File: src/rtl/mul_seq_param_if.sv
// Handshake and operand bundle for the sequential multiplier.
// The master drives the request side; the slave (the multiplier) drives status and result.
interface mul_seq_param_if #(
    parameter int unsigned WIDTH = 16
) ();
    logic                   start;
    logic [3:0]             dtype;
    logic                   abort;
    logic [WIDTH-1:0]       M;
    logic [WIDTH-1:0]       Q;
    logic                   busy;
    logic                   done;
    logic [2*WIDTH-1:0]     result;

    modport master (
        output start, dtype, abort, M, Q,
        input  busy, done, result
    );

    modport slave (
        input  start, dtype, abort, M, Q,
        output busy, done, result
    );
endinterface

File: src/rtl/mul_seq_param.sv
// Sequential WIDTH x WIDTH multiplier: unsigned shift-add or signed radix-2 Booth,
// one bit per cycle, with busy/done handshake, synchronous abort and a held result.
module mul_seq_param #(
    parameter int unsigned WIDTH   = 16,
    parameter logic [3:0]  DTYPE_U = 4'h2,
    parameter logic [3:0]  DTYPE_S = 4'h3
) (
    input  logic           clk,
    input  logic           n_rst,
    mul_seq_param_if.slave bus
);
    localparam int unsigned CntW = (WIDTH > 1) ? $clog2(WIDTH) : 1;

    localparam logic [1:0] StIdle = 2'd0;
    localparam logic [1:0] StRun  = 2'd1;
    localparam logic [1:0] StDone = 2'd2;

    logic [1:0]           state_q, state_d;
    logic [CntW-1:0]      cnt_q, cnt_d;
    logic [WIDTH:0]       a_q, a_d;
    logic [WIDTH-1:0]     q_q, q_d;
    logic                 q1_q, q1_d;
    logic [WIDTH-1:0]     m_q, m_d;
    logic                 sgn_q, sgn_d;
    logic [2*WIDTH-1:0]   result_q, result_d;

    logic [WIDTH:0]       m_ext;
    logic [WIDTH:0]       a_base;
    logic [WIDTH:0]       sum;
    logic [WIDTH:0]       a_step;
    logic [WIDTH-1:0]     q_step;
    logic [2*WIDTH-1:0]   product;
    logic                 accept;

    // One iteration. A carries an extra bit: the carry in unsigned mode, the sign in signed
    // mode, so that M = -2^(WIDTH-1) is handled exactly.
    always_comb begin
        m_ext  = sgn_q ? {m_q[WIDTH-1], m_q} : {1'b0, m_q};
        a_base = sgn_q ? a_q : {1'b0, a_q[WIDTH-1:0]};
        sum    = a_base;
        if (sgn_q) begin
            unique case ({q_q[0], q1_q})
                2'b10:   sum = a_base - m_ext;
                2'b01:   sum = a_base + m_ext;
                default: sum = a_base;
            endcase
        end else if (q_q[0]) begin
            sum = a_base + m_ext;
        end
        a_step  = {sgn_q & sum[WIDTH], sum[WIDTH:1]};
        q_step  = {sum[0], q_q[WIDTH-1:1]};
        product = {a_q[WIDTH-1:0], q_q};
    end

    assign accept = bus.start && ((bus.dtype == DTYPE_U) || (bus.dtype == DTYPE_S));

    always_comb begin
        state_d  = state_q;
        cnt_d    = cnt_q;
        a_d      = a_q;
        q_d      = q_q;
        q1_d     = q1_q;
        m_d      = m_q;
        sgn_d    = sgn_q;
        result_d = result_q;
        case (state_q)
            StIdle: begin
                if (accept) begin
                    state_d = StRun;
                    m_d     = bus.M;
                    q_d     = bus.Q;
                    sgn_d   = (bus.dtype == DTYPE_S);
                    a_d     = '0;
                    q1_d    = 1'b0;
                    cnt_d   = CntW'(WIDTH - 1);
                end
            end
            StRun: begin
                if (bus.abort) begin
                    state_d = StIdle;
                end else begin
                    a_d  = a_step;
                    q_d  = q_step;
                    q1_d = q_q[0];
                    if (cnt_q == '0) begin
                        state_d = StDone;
                    end else begin
                        cnt_d = cnt_q - 1'b1;
                    end
                end
            end
            StDone: begin
                state_d = StIdle;
                if (!bus.abort) begin
                    result_d = product;
                end
            end
            default: state_d = StIdle;
        endcase
    end

    always_ff @(posedge clk or negedge n_rst) begin
        if (!n_rst) begin
            state_q  <= StIdle;
            cnt_q    <= '0;
            a_q      <= '0;
            q_q      <= '0;
            q1_q     <= 1'b0;
            m_q      <= '0;
            sgn_q    <= 1'b0;
            result_q <= '0;
        end else begin
            state_q  <= state_d;
            cnt_q    <= cnt_d;
            a_q      <= a_d;
            q_q      <= q_d;
            q1_q     <= q1_d;
            m_q      <= m_d;
            sgn_q    <= sgn_d;
            result_q <= result_d;
        end
    end

    // The product is presented while done is high and captured into result_q on that edge,
    // so an abort in the DONE cycle suppresses both done and the update.
    assign bus.busy   = (state_q == StRun) || (state_q == StDone);
    assign bus.done   = (state_q == StDone) && !bus.abort;
    assign bus.result = bus.done ? product : result_q;
endmodule

File: src/flat_wrapper.sv
// flat-port wrapper written by rule: the top's interface ports become plain ports
module mul_seq_param_flat 
#(
    parameter int unsigned WIDTH   = 16,
    parameter logic [3:0]  DTYPE_U = 4'h2,
    parameter logic [3:0]  DTYPE_S = 4'h3
)
  (clk, n_rst, bus_start, bus_dtype, bus_abort, bus_M, bus_Q, bus_busy, bus_done, bus_result);
  mul_seq_param_if #(.WIDTH(WIDTH)) bus_i ();
  input  logic clk;
  input  logic n_rst;
  input wire logic [$bits(bus_i.start)-1:0] bus_start;
  input wire logic [$bits(bus_i.dtype)-1:0] bus_dtype;
  input wire logic [$bits(bus_i.abort)-1:0] bus_abort;
  input wire logic [$bits(bus_i.M)-1:0] bus_M;
  input wire logic [$bits(bus_i.Q)-1:0] bus_Q;
  output wire logic [$bits(bus_i.busy)-1:0] bus_busy;
  output wire logic [$bits(bus_i.done)-1:0] bus_done;
  output wire logic [$bits(bus_i.result)-1:0] bus_result;
  assign bus_i.start = bus_start;
  assign bus_i.dtype = bus_dtype;
  assign bus_i.abort = bus_abort;
  assign bus_i.M = bus_M;
  assign bus_i.Q = bus_Q;
  assign bus_busy = bus_i.busy;
  assign bus_done = bus_i.done;
  assign bus_result = bus_i.result;
  mul_seq_param #(.WIDTH(WIDTH), .DTYPE_U(DTYPE_U), .DTYPE_S(DTYPE_S)) u_core (.clk(clk), .n_rst(n_rst), .bus(bus_i));
endmodule
File: config.mk
export PLATFORM = sky130hd
export DESIGN_NAME = mul_seq_param_flat
export DESIGN_NICKNAME = d
export VERILOG_FILES = /design/src/rtl/mul_seq_param_if.sv /design/src/rtl/mul_seq_param.sv /design/src/flat_wrapper.sv
export SDC_FILE = /design/constraint.sdc
export NUM_CORES = 1
export LEC_CHECK = 0
export BUFFER_PORTS_ARGS = -buffer_cell sky130_fd_sc_hd__buf_2
export CORE_ASPECT_RATIO = 0.9
export CORE_UTILIZATION = 40
export CTS_CLUSTER_DIAMETER = 120
export DETAILED_ROUTE_END_ITERATION = 7
export PLACE_DENSITY = 0.62
export SYNTH_ARGS = -nofsm -noshare
export SYNTH_HDL_FRONTEND = slang
export SYNTH_SLANG_ARGS = --single-unit
File: constraint.sdc
create_clock -name clk -period 7.2 [get_ports clk]
set_input_delay 0.36 -clock clk [delete_from_list [all_inputs] [get_ports clk]]
set_output_delay 0.36 -clock clk [all_outputs]
set_load 0.05 [all_outputs]
==> metrics.md, run 1 <==
| Metric | Value |
|---|---|
| Status | `finished, final reports clean` |
| Cell variety after synth | `66` |
| Critical path buffers and inverters | `1` |
| Final #Nets | `724` |
| First drt pass iteration count | `5` |
| WHS | `0.240 ns` |
| Clk root buf | `clkbuf_16` |
| Maximum VDD drop | `0.207 mV` |
| Register bit total from synthesis | `around 90` |
| Placed cells | `slightly above 800` |
| I/O Pins | `74` |
| Drt initial violations | `around 480` |
| GP Congestion | `0.891` |
| Largest net degree at the start of global routing | `74` |
| # setup viols final | `0` |
| Tcrit/Tclk final | `40.5%` |
| Main synth FF type | `dfrtp_1` |
| Hold_sp | `bus_M[12]` |
| Count of pins over their slew limit | `0` |
| CP max stage delay | `0.43 ns` |
| Mean Syn Cell Area | `9.66 um^2` |
| Starting Density | `40.8%` |
| Detailed-route wire length | `~14 mm` |
| Antenna violations before repair | `0` |
| Avg WL per Cell | `roughly 17 um` |
| First-pass GRT wire length | `between 20 and 25 mm` |
| WP data arrival | `3.14 ns` |
| Residual DRC count | `0` |
| Clock Skew | `roughly 0.0072 ns` |
| Height of the die | `about 120 um` |
| Reg-to-Reg Start | `u_core.a_q[0]$_DFFE_PN0P_` |
| Fin Setup TNS | `0 ns` |
| Reg2Reg Setup Slack | `4.29 ns` |
| Non-filler cells, final | `842` |
| Number of global-route vias before repair | `4566` |
| Maximum clock rate | `343 MHz` |
| Overall die width | `128 um` |
| Clock sinks | `89` |
| End of the worst hold path | `u_core.m_q[12]$_DFFE_PN0P_` |
| Crit end category | `flip-flop` |
| Area delta synth->final | `14.6%` |
| Worst-margin pin slew | `1.14 ns` |
| Share of layout cells above drive strength 1 | `24.3%` |
| CTS max path bufs | `2` |
| Pint | `0.00161 W` |
| Setup CP Type | `flip-flop to flip-flop` |
| Htree depth | `3` |
| Leak | `between 3 and 4 nW` |
| Die ar. | `~15000 um^2` |
| R2r endpoint | `u_core.a_q[9]$_DFFE_PN0P_` |
| Clock transition at path regs | `0.07 ns` |
| Switching share of total power | `47.5%` |
| # fillers | `1381` |
| Setup slack at placement | `4.32 ns` |
| Cell family with most CP delay | `compound AO/OA/AOI/OAI gates` |
| Post-Syn Nets | `670` |
| Num rows | `just over 40` |
| Logic pwr share | `56.2%` |
| Final hold vios | `0` |
| Num CTS Buffers | `9` |
| Placed inst area | `6200 um^2` |
| RSZ-0062 raised after global routing | `false` |
| CTS tree | `built` |
| Hold WC Path Type | `primary input to flip-flop` |
| Post-Synthesis Cell Area | `between 5000 and 6000 um^2` |
| Flop pwr share | `a little over a quarter` |
| Ys Warns | `0` |
| FFs w/ async S/R, synth | `100%` |
| Hold Path Depth | `2` |
| Setup Buffers After CTS | `0` |
| Detailed-route via count | `4591` |
| Gr ovfl total | `0` |
| Crit Path Max Fanout | `5` |
| Number of synthesized flops with an enable pin | `0` |
| PortBufs | `73` |
| Crit path launch type | `flip-flop` |
| Clock power share | `between 10% and 20%` |
| Worst endpoint required time | `7.42 ns` |
| Slew headroom | `between 20% and 30%` |
| Gr usage total | `20.5%` |
| Worst skew pair latency | `0.35 ns` |
| Design area | `6530 um^2` |
| Final Critical Period | `2.91 ns` |
| Crit-path slowest cell | `a21oi_1` |
| Mean number of vias per cell | `about 5.5` |
| Post-route ant nets | `0` |
| Final HPWL DP | `9.85 mm` |
| Synthesized instance count | `590` |
| Sw Pwr | `about 0.0015 W` |
| R2R depth | `11` |
| # resized after CTS | `0` |
| Seq/Total Area, Yosys | `39.1%` |
| Final worst slack | `4.29 ns` |
| Core area | `14000 um^2` |
| Max-cap violations | `0` |
| # diodes | `0` |
| Pwr dens | `469 nW/um^2` |
| CP Cell Sequence | `inv_1 > ha_1 > fa_1 > nand2b_1 > a21oi_1 > o21ai_0 > a21oi_1 > a21boi_0 > xnor2_1 > a221oi_1 > o21ai_0` |
==> power by group through the flow <==
| stage | clock, W | sequential, W | combinational (W) |
|---|---|---|---|
| global placement | 0 | 0.000837 | 0.00167 |
| CTS | 0.000515 | 0.000842 | 0.00170 |
| global route | 0.000535 | 0.000869 | 0.00188 |
| finish | 0.000501 | 0.000841 | 0.00172 |
| detailed placement | 0 | 0.000848 | 0.00169 |
| floorplan | 0 | 0.000801 | 0.00137 |
==> area by class of cell <==
class / instances / area (um^2) / share of cell area, %
inverter: 37 / 139 / 2.13
timing repair buffer: 78 / 408 / 6.25
multi-input combinational: 429 / 3200 / 49.0
clock buffer: 10 / 239 / 3.66
sequential: 89 / 2230 / 34.1
tap: 193 / 241 / 3.70
clock inverter: 6 / 78.8 / 1.21
==> cells by family after synthesis <==
logic type      count (synthesis)  share of synthesized area (%)
simple gates                  144                           11.7
flops                          89                           39.1
fa+ha+maj                      40                           9.05
compound gates                158                           19.2
xor+xnor                       20                           3.07
mux                            67                           12.8
buf+inv                        72                           5.09
==> synthesized netlist by cell type (3+ instances only) <==
master,number,share of area (%)
mux2i_1,18,3.2
o221ai_1,9,1.4
xor2_1,5,0.77
a31oi_1,6,0.66
a21oi_1,31,2.7
a22oi_1,3,0.40
nor2_1,34,2.2
mux2_2,49,9.7
nand3_1,8,0.70
or2_2,3,0.33
nor3_1,14,1.2
ha_1,38,8.3
o21ai_1,3,0.26
a211oi_1,4,0.53
o21bai_1,4,0.53
o21ai_0,46,4.0
nand2_1,51,3.4
a21o_1,5,0.66
inv_1,35,2.3
xnor2_1,15,2.3
nand4_1,3,0.33
buf_2,7,0.61
a221oi_2,3,0.79
and2_1,5,0.55
clkbuf_1,25,1.6
dfrtp_1,89,39
a221o_1,4,0.70
o31ai_1,3,0.40
nor2b_1,7,0.77
a221oi_1,6,0.92
nand2b_1,12,1.3
==> what timing repair did <==
action | 4_1_cts | 5_1_grt
endpoints found under the setup margin | 0 | 0
hold buffers | 1 | 0
endpoints found under the hold margin | 16 | 0
==> how the worst max path moves through the flow <==
stage / end / slack (ns) / cells after the start / startpoint
global placement: u_core.a_q[9]$_DFFE_PN0P_ / 4.41 / 11 / u_core.a_q[0]$_DFFE_PN0P_
CTS: bus_result[16] / 4.24 / 5 / u_core.state_q[0]$_DFFE_PN0P_
global route: u_core.a_q[9]$_DFFE_PN0P_ / 4.11 / 11 / u_core.a_q[0]$_DFFE_PN0P_
detailed placement: u_core.a_q[9]$_DFFE_PN0P_ / 4.32 / 11 / u_core.a_q[0]$_DFFE_PN0P_
floorplan: bus_result[16] / 4.70 / 6 / u_core.state_q[0]$_DFFE_PN0P_
finish: u_core.a_q[9]$_DFFE_PN0P_ / 4.29 / 11 / u_core.a_q[0]$_DFFE_PN0P_
==> through the flow <==
step	util, %	total power [W]
4_1_cts	46.8	0.00306
6_report	46.8	0.00306
5_1_grt	46.8	0.00328
3_3_place_gp	44.4	0.00250
2_1_floorplan	-	0.00217
3_5_place_dp	44.4	0.00254
==> sequential cells by signal, indices dropped and copies added (netlist names) <==
| register | flops |
|---|---|
| u_core.q1_q | 1 |
| u_core.cnt_q | 4 |
| u_core.result_q | 32 |
| u_core.q_q | 16 |
| u_core.sgn_q | 1 |
| u_core.a_q | 17 |
| u_core.state_q | 2 |
| u_core.m_q | 16 |
==> metal layers <==
metal / wire length, um / GRT usage, % / part of all wire [%]
met1: 6610 / 27.3 / 46
met2: 6750 / 33.2 / 47
met3: 777 / 5.12 / 5.4
met4: 188 / 5.88 / 1.3
met5: 0 / 0 / 0
==> placed cells by master (no fill, tap or decap), types with 5 or more instances in the layout <==
master / count
dfrtp_1: 89
buf_2: 72
nand2_1: 51
mux2_2: 49
o21ai_0: 46
ha_1: 38
inv_1: 35
nor2_1: 33
a21oi_1: 31
mux2i_1: 18
xnor2_1: 15
nor3_1: 14
nand2b_1: 12
o221ai_1: 9
clkbuf_16: 9
nand3_1: 8
nor2b_1: 6
a31oi_1: 6
a221oi_1: 6
a21o_1: 5
and2_1: 5
xor2_1: 5
buf_4: 5
No activity file was read; power rests on OpenSTA's default activity.
==> run 2: changes to the inputs <==
- PLACE_DENSITY: 0.62 -> 0.64
- clock period: 7.2 -> 2.64 ns (I/O delays scaled with it)
==> metrics.md, run 2 (same netlist as run 1, synthesis figures left out) <==
| Metric | Value |
|---|---|
| Gr usage total | `21.4% (+0.88 points)` |
| Multi-input gate area | `3340 um^2 (+4.6%)` |
| Pint | `0.00489 W (+200%)` |
| # setup viols final | `0 (unchanged)` |
| Placed cells | `866 (+5.0%)` |
| RSZ-0062 raised after global routing | `true` |
| First drt pass iteration count | `5 (unchanged)` |
| Sw Pwr | `0.00425 W (+190%)` |
| Worst skew pair latency | `0.36 ns (about the same)` |
| Overall die width | `128 um (unchanged)` |
| Placed inst area | `6540 um^2 (+5.4%)` |
| Logic pwr share | `60.0% (+3.8 points)` |
| Clock power share | `15.0% (-1.4 points)` |
| Max-cap violations | `0 (unchanged)` |
| Design area | `7140 um^2 (+9.4%)` |
| Starting Density | `40.8% (unchanged)` |
| Final Critical Period | `2.56 ns (-0.352 ns)` |
| Layout Utilization | `51.2% (+4.4 points)` |
| Clock transition at path regs | `0.08 ns (about the same)` |
| Worst endpoint required time | `2.88 ns (-4.54 ns)` |
| Non-filler cells, final | `897 (+6.5%)` |
| Avg WL per Cell | `17.0 um (+0.24%)` |
| Register area | `2230 um^2 (about the same)` |
| Htree depth | `3 (unchanged)` |
| Hold WC Path Type | `primary input to flip-flop` |
| Tcrit/Tclk final | `97.0% (+57 points)` |
| CP Depth | `9 (-2)` |
| Maximum VDD drop | `0.491 mV (+140%)` |
| Final #Nets | `779 (+7.6%)` |
| CTS max path bufs | `2 (unchanged)` |
| Fin Setup TNS | `0 ns (unchanged)` |
| Pwr dens | `1280 nW/um^2 (+170%)` |
| Crit-path slowest cell | `dfrtp_1` |
| Core area | `14000 um^2 (unchanged)` |
| Drt initial violations | `313 (-35%)` |
| Setup crit end | `u_core.a_q[15]$_DFFE_PN0P_` |
| CP Cell Sequence | `ha_2 > or2_1 > o221ai_4 > a211oi_4 > o31a_1 > a221o_1 > mux2i_1 > and3_1 > nand2_1` |
| CP max stage delay | `0.46 ns (+0.03 ns)` |
| GP Congestion | `0.912 (+2.3%)` |
| Die ar. | `14700 um^2 (unchanged)` |
| Crit Path Max Fanout | `5 (unchanged)` |
| Most frequent cells in the layout | `88 x dfrtp_1, 72 x buf_2, 51 x nand2_1, 49 x mux2_2, 49 x buf_4` |
| WP data arrival | `2.80 ns (-0.34 ns)` |
| Antenna violations before repair | `0 (unchanged)` |
| I/O Pins | `74 (unchanged)` |
| Crit path from | `u_core.a_q[2]$_DFFE_PN0P_` |
| Crit end category | `flip-flop` |
| Max reg flops | `32 (unchanged)` |
| Clock sinks | `89 (unchanged)` |
| First-pass GRT wire length | `24.3 mm (+3.0%)` |
| # fillers | `1307 (-5.4%)` |
| Clock Skew | `0.0132 ns (+0.00609 ns)` |
| Regs by FF count | `u_core.result_q: 32 flops, u_core.a_q: 17 flops` |
| Gr ovfl total | `0 (unchanged)` |
| Crit path launch type | `flip-flop` |
| Setup CP Type | `flip-flop to flip-flop` |
| Reg-to-Reg Start | `u_core.a_q[2]$_DFFE_PN0P_` |
| Biggest register | `u_core.result_q` |
| Critical path buffers and inverters | `0 (-1)` |
| Reg2Reg Setup Slack | `0.08 ns (-4.21 ns)` |
| Slew headroom | `65.5% (+42 points)` |
| Mean number of vias per cell | `5.42 (-0.57%)` |
| CTS tree | `built` |
| Num rows | `41 (unchanged)` |
| PortBufs | `73 (unchanged)` |
| Count of pins over their slew limit | `0 (unchanged)` |
| Final hold vios | `0 (unchanged)` |
| Detailed-route via count | `4863 (+5.9%)` |
| Detailed-route wire length | `15.3 mm (+6.8%)` |
| Cell family with most CP delay | `compound AO/OA/AOI/OAI gates` |
| Commonest non-fill, non-tap cell in the layout | `dfrtp_1` |
| Maximum clock rate | `390 MHz (+14%)` |
| R2R depth | `9 (-2)` |
| Residual DRC count | `0 (unchanged)` |
| # diodes | `0 (unchanged)` |
| Switching share of total power | `46.5% (-1.0 points)` |
| Number of global-route vias before repair | `4721 (+3.4%)` |
| Flop pwr share | `25.0% (-2.4 points)` |
| Clk root buf | `clkbuf_16` |
| Status | `finished, final reports clean` |
| Leak | `3.39 nW (+8.8%)` |
| Worst-margin pin slew | `0.512 ns (-0.632 ns)` |
| Height of the die | `115 um (unchanged)` |
| Final HPWL DP | `10.6 mm (+8.1%)` |
| Area delta synth->final | `25.3%` |
| R2r endpoint | `u_core.a_q[15]$_DFFE_PN0P_` |
| Largest net degree at the start of global routing | `54 (-27%)` |
| Post-route ant nets | `0 (unchanged)` |
| Share of layout cells above drive strength 1 | `31.8% (+7.5 points)` |
| Num CTS Buffers | `9 (unchanged)` |
-- run 2: what timing repair did --
| item | CTS | global route |
|---|---|---|
| hold buffers | 10 | 0 |
| setup buffers | 1 | 4 |
| setup endpoints to repair | 5 | 10 |
| gates cloned | 0 | 0 |
| pin swaps | 3 | 13 |
| hold endpoints to repair | 45 | 0 |
| resized for setup | 5 | 22 |
-- run 2: layer usage --
| layer | wire (um) | GRT usage [%] |
|---|---|---|
| met3 | 760 | 4.51 |
| met1 | 7060 | 28.6 |
| met2 | 7230 | 35.3 |
| met5 | 0 | 0 |
| met4 | 237 | 5.80 |
-- run 2: worst min-delay path by stage --
stage / startpoint / endpoint / cells after the start
after floorplan: n_rst / u_core.a_q[0]$_DFFE_PN0P_ / 0
after global placement: n_rst / u_core.a_q[8]$_DFFE_PN0P_ / 1
after detailed placement: n_rst / u_core.a_q[8]$_DFFE_PN0P_ / 1
after CTS: bus_M[0] / u_core.m_q[0]$_DFFE_PN0P_ / 2
after global routing: bus_M[0] / u_core.m_q[0]$_DFFE_PN0P_ / 2
final: bus_M[7] / u_core.m_q[7]$_DFFE_PN0P_ / 2
-- run 2: area by class of cell --
cell class,count,area share [%]
multi-input cells,429,46.8
flip-flops and latches,89,31.2
repair buffers,133,12.2
well taps,193,3.38
clock buffers,9,3.15
inverters,37,1.94
clock inverters,7,1.31
-- run 2: metrics by stage --
step / hold slack (ns) / total power, W / setup slack [ns]
after global routing: 0.00372 / 0.00977 / -0.0662
after detailed placement: 0.145 / 0.00741 / -0.177
after CTS: 0.000259 / 0.00887 / 0.00346
after global placement: 0.141 / 0.00731 / -0.00899
after floorplan: -0.164 / 0.00592 / 0.163
final: 0.0114 / 0.00914 / 0.0792
-- run 2: power groups by stage --
stage	clock network, W	logic (W)	registers (W)
6_report	0.00137	0.00548	0.00228
5_1_grt	0.00147	0.00595	0.00236
4_1_cts	0.00141	0.00519	0.00227
3_5_place_dp	0	0.00512	0.00229
3_3_place_gp	0	0.00506	0.00225
2_1_floorplan	0	0.00374	0.00218
==> run 3: changes to the inputs <==
- ABC_AREA: default -> 1
- MAX_ROUTING_LAYER: default -> met4
==> metrics.md, run 3 <==
| Metric | Value |
|---|---|
| Pwr dens | `1400 nW/um^2 (+9.3%)` |
| Avg WL per Cell | `14.5 um (-15%)` |
| Clock Skew | `0.00777 ns (-0.00547 ns)` |
| Count of pins over their slew limit | `0 (unchanged)` |
| Antenna violations before repair | `0 (unchanged)` |
| PortBufs | `73 (unchanged)` |
| Ys Warns | `0 (unchanged)` |
| Core area | `15000 um^2 (+7.3%)` |
| CTS max path bufs | `2 (unchanged)` |
| Worst endpoint required time | `2.51 ns (-0.37 ns)` |
| Htree depth | `3 (unchanged)` |
| Hold WC Path Type | `primary input to flip-flop` |
| Final #Nets | `1073 (+38%)` |
| Maximum VDD drop | `0.515 mV (+4.7%)` |
| Final worst slack | `0.242 ns (+0.163 ns)` |
| Top cells by area, synth | `dfrtp_1 36%, nand2_1 19%, inv_1 7.8%, ha_1 7.6%, a21oi_1 6.0%` |
| Final hold vios | `0 (unchanged)` |
| Post-Synthesis Cell Area | `6220 um^2 (+9.2%)` |
| Regs by FF count | `u_core.result_q: 32 flops, u_core.a_q: 17 flops` |
| Post-route ant nets | `0 (unchanged)` |
| Commonest non-fill, non-tap cell in the layout | `nand2_1` |
| Area leader, netlist | `dfrtp_1` |
| First-pass GRT wire length | `28.5 mm (+17%)` |
| Worst-margin pin slew | `0.630 ns (+0.118 ns)` |
| Crit end category | `output pin` |
| Cell family with most CP delay | `buffers and inverters` |
| Setup CP Type | `flip-flop to output pin` |
| R2R depth | `17 (+8)` |
| Gr usage total | `23.4% (+2.0 points)` |
| Num rows | `42 (+2.4%)` |
| Placed inst area | `6840 um^2 (+4.7%)` |
| Cell variety after synth | `35 (-47%)` |
| Drt initial violations | `447 (+43%)` |
| Detailed-route wire length | `17.3 mm (+13%)` |
| Mean Syn Cell Area | `6.74 um^2 (-30%)` |
| I/O Pins | `74 (unchanged)` |
| Number of synthesized flops with an enable pin | `0 (unchanged)` |
| Residual DRC count | `0 (unchanged)` |
| Hold Path Depth | `3 (+1)` |
| Worst skew pair latency | `0.36 ns (about the same)` |
| Seq/Total Area, Yosys | `35.8% (-3.3 points)` |
| Final Critical Period | `2.40 ns (-0.163 ns)` |
| Gr ovfl total | `0 (unchanged)` |
| CP Depth | `7 (-2)` |
| First drt pass iteration count | `5 (unchanged)` |
| Crit path launch type | `flip-flop` |
| Clk root buf | `clkbuf_16` |
| Main synth FF type | `dfrtp_1` |
| CP most frequent cell | `nand2_1` |
| Register bit total from synthesis | `89 (unchanged)` |
| Top-area cell type share of the netlist area | `35.8% (-3.3 points)` |
| # diodes | `0 (unchanged)` |
| Die ar. | `16100 um^2 (+9.1%)` |
| Top-count cell post-synth | `nand2_1` |
| Largest net degree at the start of global routing | `56 (+3.7%)` |
| Num CTS Buffers | `9 (unchanged)` |
| Most frequent cells in the layout | `308 x nand2_1, 129 x inv_1, 89 x dfrtp_1, 75 x a21oi_1, 72 x buf_2` |
| Clock sinks | `89 (unchanged)` |
| Detailed-route via count | `5959 (+23%)` |
| Share of layout cells above drive strength 1 | `13.0% (-19 points)` |
| Status | `finished, final reports clean` |
| Area delta synth->final | `14.8%` |
| Number of global-route vias before repair | `5539 (+17%)` |
| Leak | `4.03 nW (+19%)` |
| CTS tree | `built` |
| FFs w/ async S/R, synth | `100% (unchanged)` |
| Slew headroom | `57.9% (-7.6 points)` |
| # setup viols final | `0 (unchanged)` |
| Design area | `7140 um^2 (about the same)` |
| Maximum clock rate | `417 MHz (+6.8%)` |
| Crit-path slowest cell | `clkinv_1` |
| Biggest register | `u_core.result_q` |
| CP Cell Sequence | `inv_1 > ha_1 > nand2_1 > clkinv_1 > nand2_1 > nand2_1 > buf_2` |
| Crit Path Max Fanout | `13 (+8)` |
| Clock transition at path regs | `0.07 ns (about the same)` |
| WP data arrival | `2.27 ns (-0.53 ns)` |
| RSZ-0062 raised after global routing | `false` |
| Post-synth top cells | `308 x nand2_1, 129 x inv_1, 89 x dfrtp_1` |
| Fin Setup TNS | `0 ns (unchanged)` |
| GP Congestion | `0.965 (+5.9%)` |
| Setup slack at placement | `0.324 ns (+0.501 ns)` |
| Height of the die | `120 um (+4.4%)` |
| Starting Density | `41.6% (+0.72 points)` |
| Tcrit/Tclk final | `90.8% (-6.2 points)` |
| Overall die width | `133 um (+4.4%)` |
| Max reg flops | `32 (unchanged)` |
| Max-cap violations | `0 (unchanged)` |
| Critical path buffers and inverters | `3 (+3)` |
| Post-Syn Nets | `1003 (+50%)` |
| Mean number of vias per cell | `4.98 (-8.1%)` |
| Final HPWL DP | `12.8 mm (+20%)` |
| Synthesized instance count | `923 (+56%)` |
| CP max stage delay | `0.45 ns (about the same)` |
run 3: cell count changes after synthesis, moves of 14 or more:
cell | previous run | this run
a21oi_1 | 31 | 75
inv_1 | 35 | 129
mux2_2 | 49 | 1
mux2i_1 | 18 | 0
nand2_1 | 51 | 308
nand3_1 | 8 | 66
nor2_1 | 34 | 48
o211ai_1 | 1 | 18
o21ai_0 | 46 | 61
xnor2_1 | 15 | 1
run 3: cell type report:
type | count | area, um^2
Sequential cell | 89 | 2230
Multi-Input combinational cell | 658 | 3290
Clock inverter | 5 | 37.5
Inverter | 137 | 514
Clock buffer | 11 | 253
Tap cell | 198 | 248
Fill cell | 1545 | 7830
Timing Repair Buffer | 98 | 571
run 3: kinds of logic (layout without fill, tap and decap cells):
kind of cell,Yosys count,in the layout,synth area share [%]
DFF,89,89,35.8
buffers and inverters,176,251,11.3
muxes,1,1,0.181
adders and majority gates,40,40,8.28
and+or+nand+nor,444,444,29.1
xor gates and xnor gates,7,7,0.985
AOI/OAI and AO/OA,166,166,14.4
run 3: per-layer routing:
| metal | global-route usage, % | vias up | routed length (um) |
|---|---|---|---|
| met3 | 4.15 | 25 | 1000 |
| met2 | 35.4 | 183 | 7620 |
| met4 | 8.59 | 0 | 381 |
| met5 | - | - | 0 |
| met1 | 31.5 | 2685 | 8300 |
| li1 | - | 3066 | - |
run 3: worst reg2reg max path, delay by kind of cell (launching register included):
family                     cells  cell delay [ns]
and+or+nand+nor               13             1.04
DFF                            1             0.38
adders and majority gates      2             0.70
buffers and inverters          2             0.15
run 3: timing repair:
action	CTS	global route
setup buffers	0	0
hold buffers	1	0
resized for setup	0	0
endpoints found under the hold margin	34	0
run 3: through the flow:
| stage | utilization [%] | hold WS, ns | total power [W] | cells |
|---|---|---|---|---|
| global placement | 45.7 | 0.134 | 0.00862 | 1179 |
| floorplan | - | -0.164 | 0.00703 | 923 |
| global route | 47.7 | 0.0240 | 0.0110 | 1196 |
| finish | 47.7 | 0.0175 | 0.00999 | 1196 |
| CTS | 47.7 | 0.00984 | 0.00995 | 1196 |
| detailed placement | 45.7 | 0.129 | 0.00864 | 1179 |
run 3: path summary, 6_finish.rpt:
path,start,endpoint,slack [ns]
worst max-delay path,u_core.state_q[0]$_DFFE_PN0P_,bus_result[26],0.24
min in group asynchronous,n_rst,u_core.a_q[0]$_DFFE_PN0P_,0.27
worst max register to register,u_core.a_q[0]$_DFFE_PN0P_,u_core.a_q[15]$_DFFE_PN0P_,0.26
worst min register to register,u_core.result_q[24]$_DFFE_PN0P_,u_core.result_q[24]$_DFFE_PN0P_,0.48
max in group asynchronous,n_rst,u_core.a_q[13]$_DFFE_PN0P_,1.70
worst min-delay path,bus_M[3],u_core.m_q[3]$_DFFE_PN0P_,0.02
run 3: power by group:
group          total (W)  switching (W)  internal (W)
Sequential       0.00220       0.000313       0.00188
Clock            0.00127       0.000577      0.000695
Combinational    0.00652        0.00449       0.00203
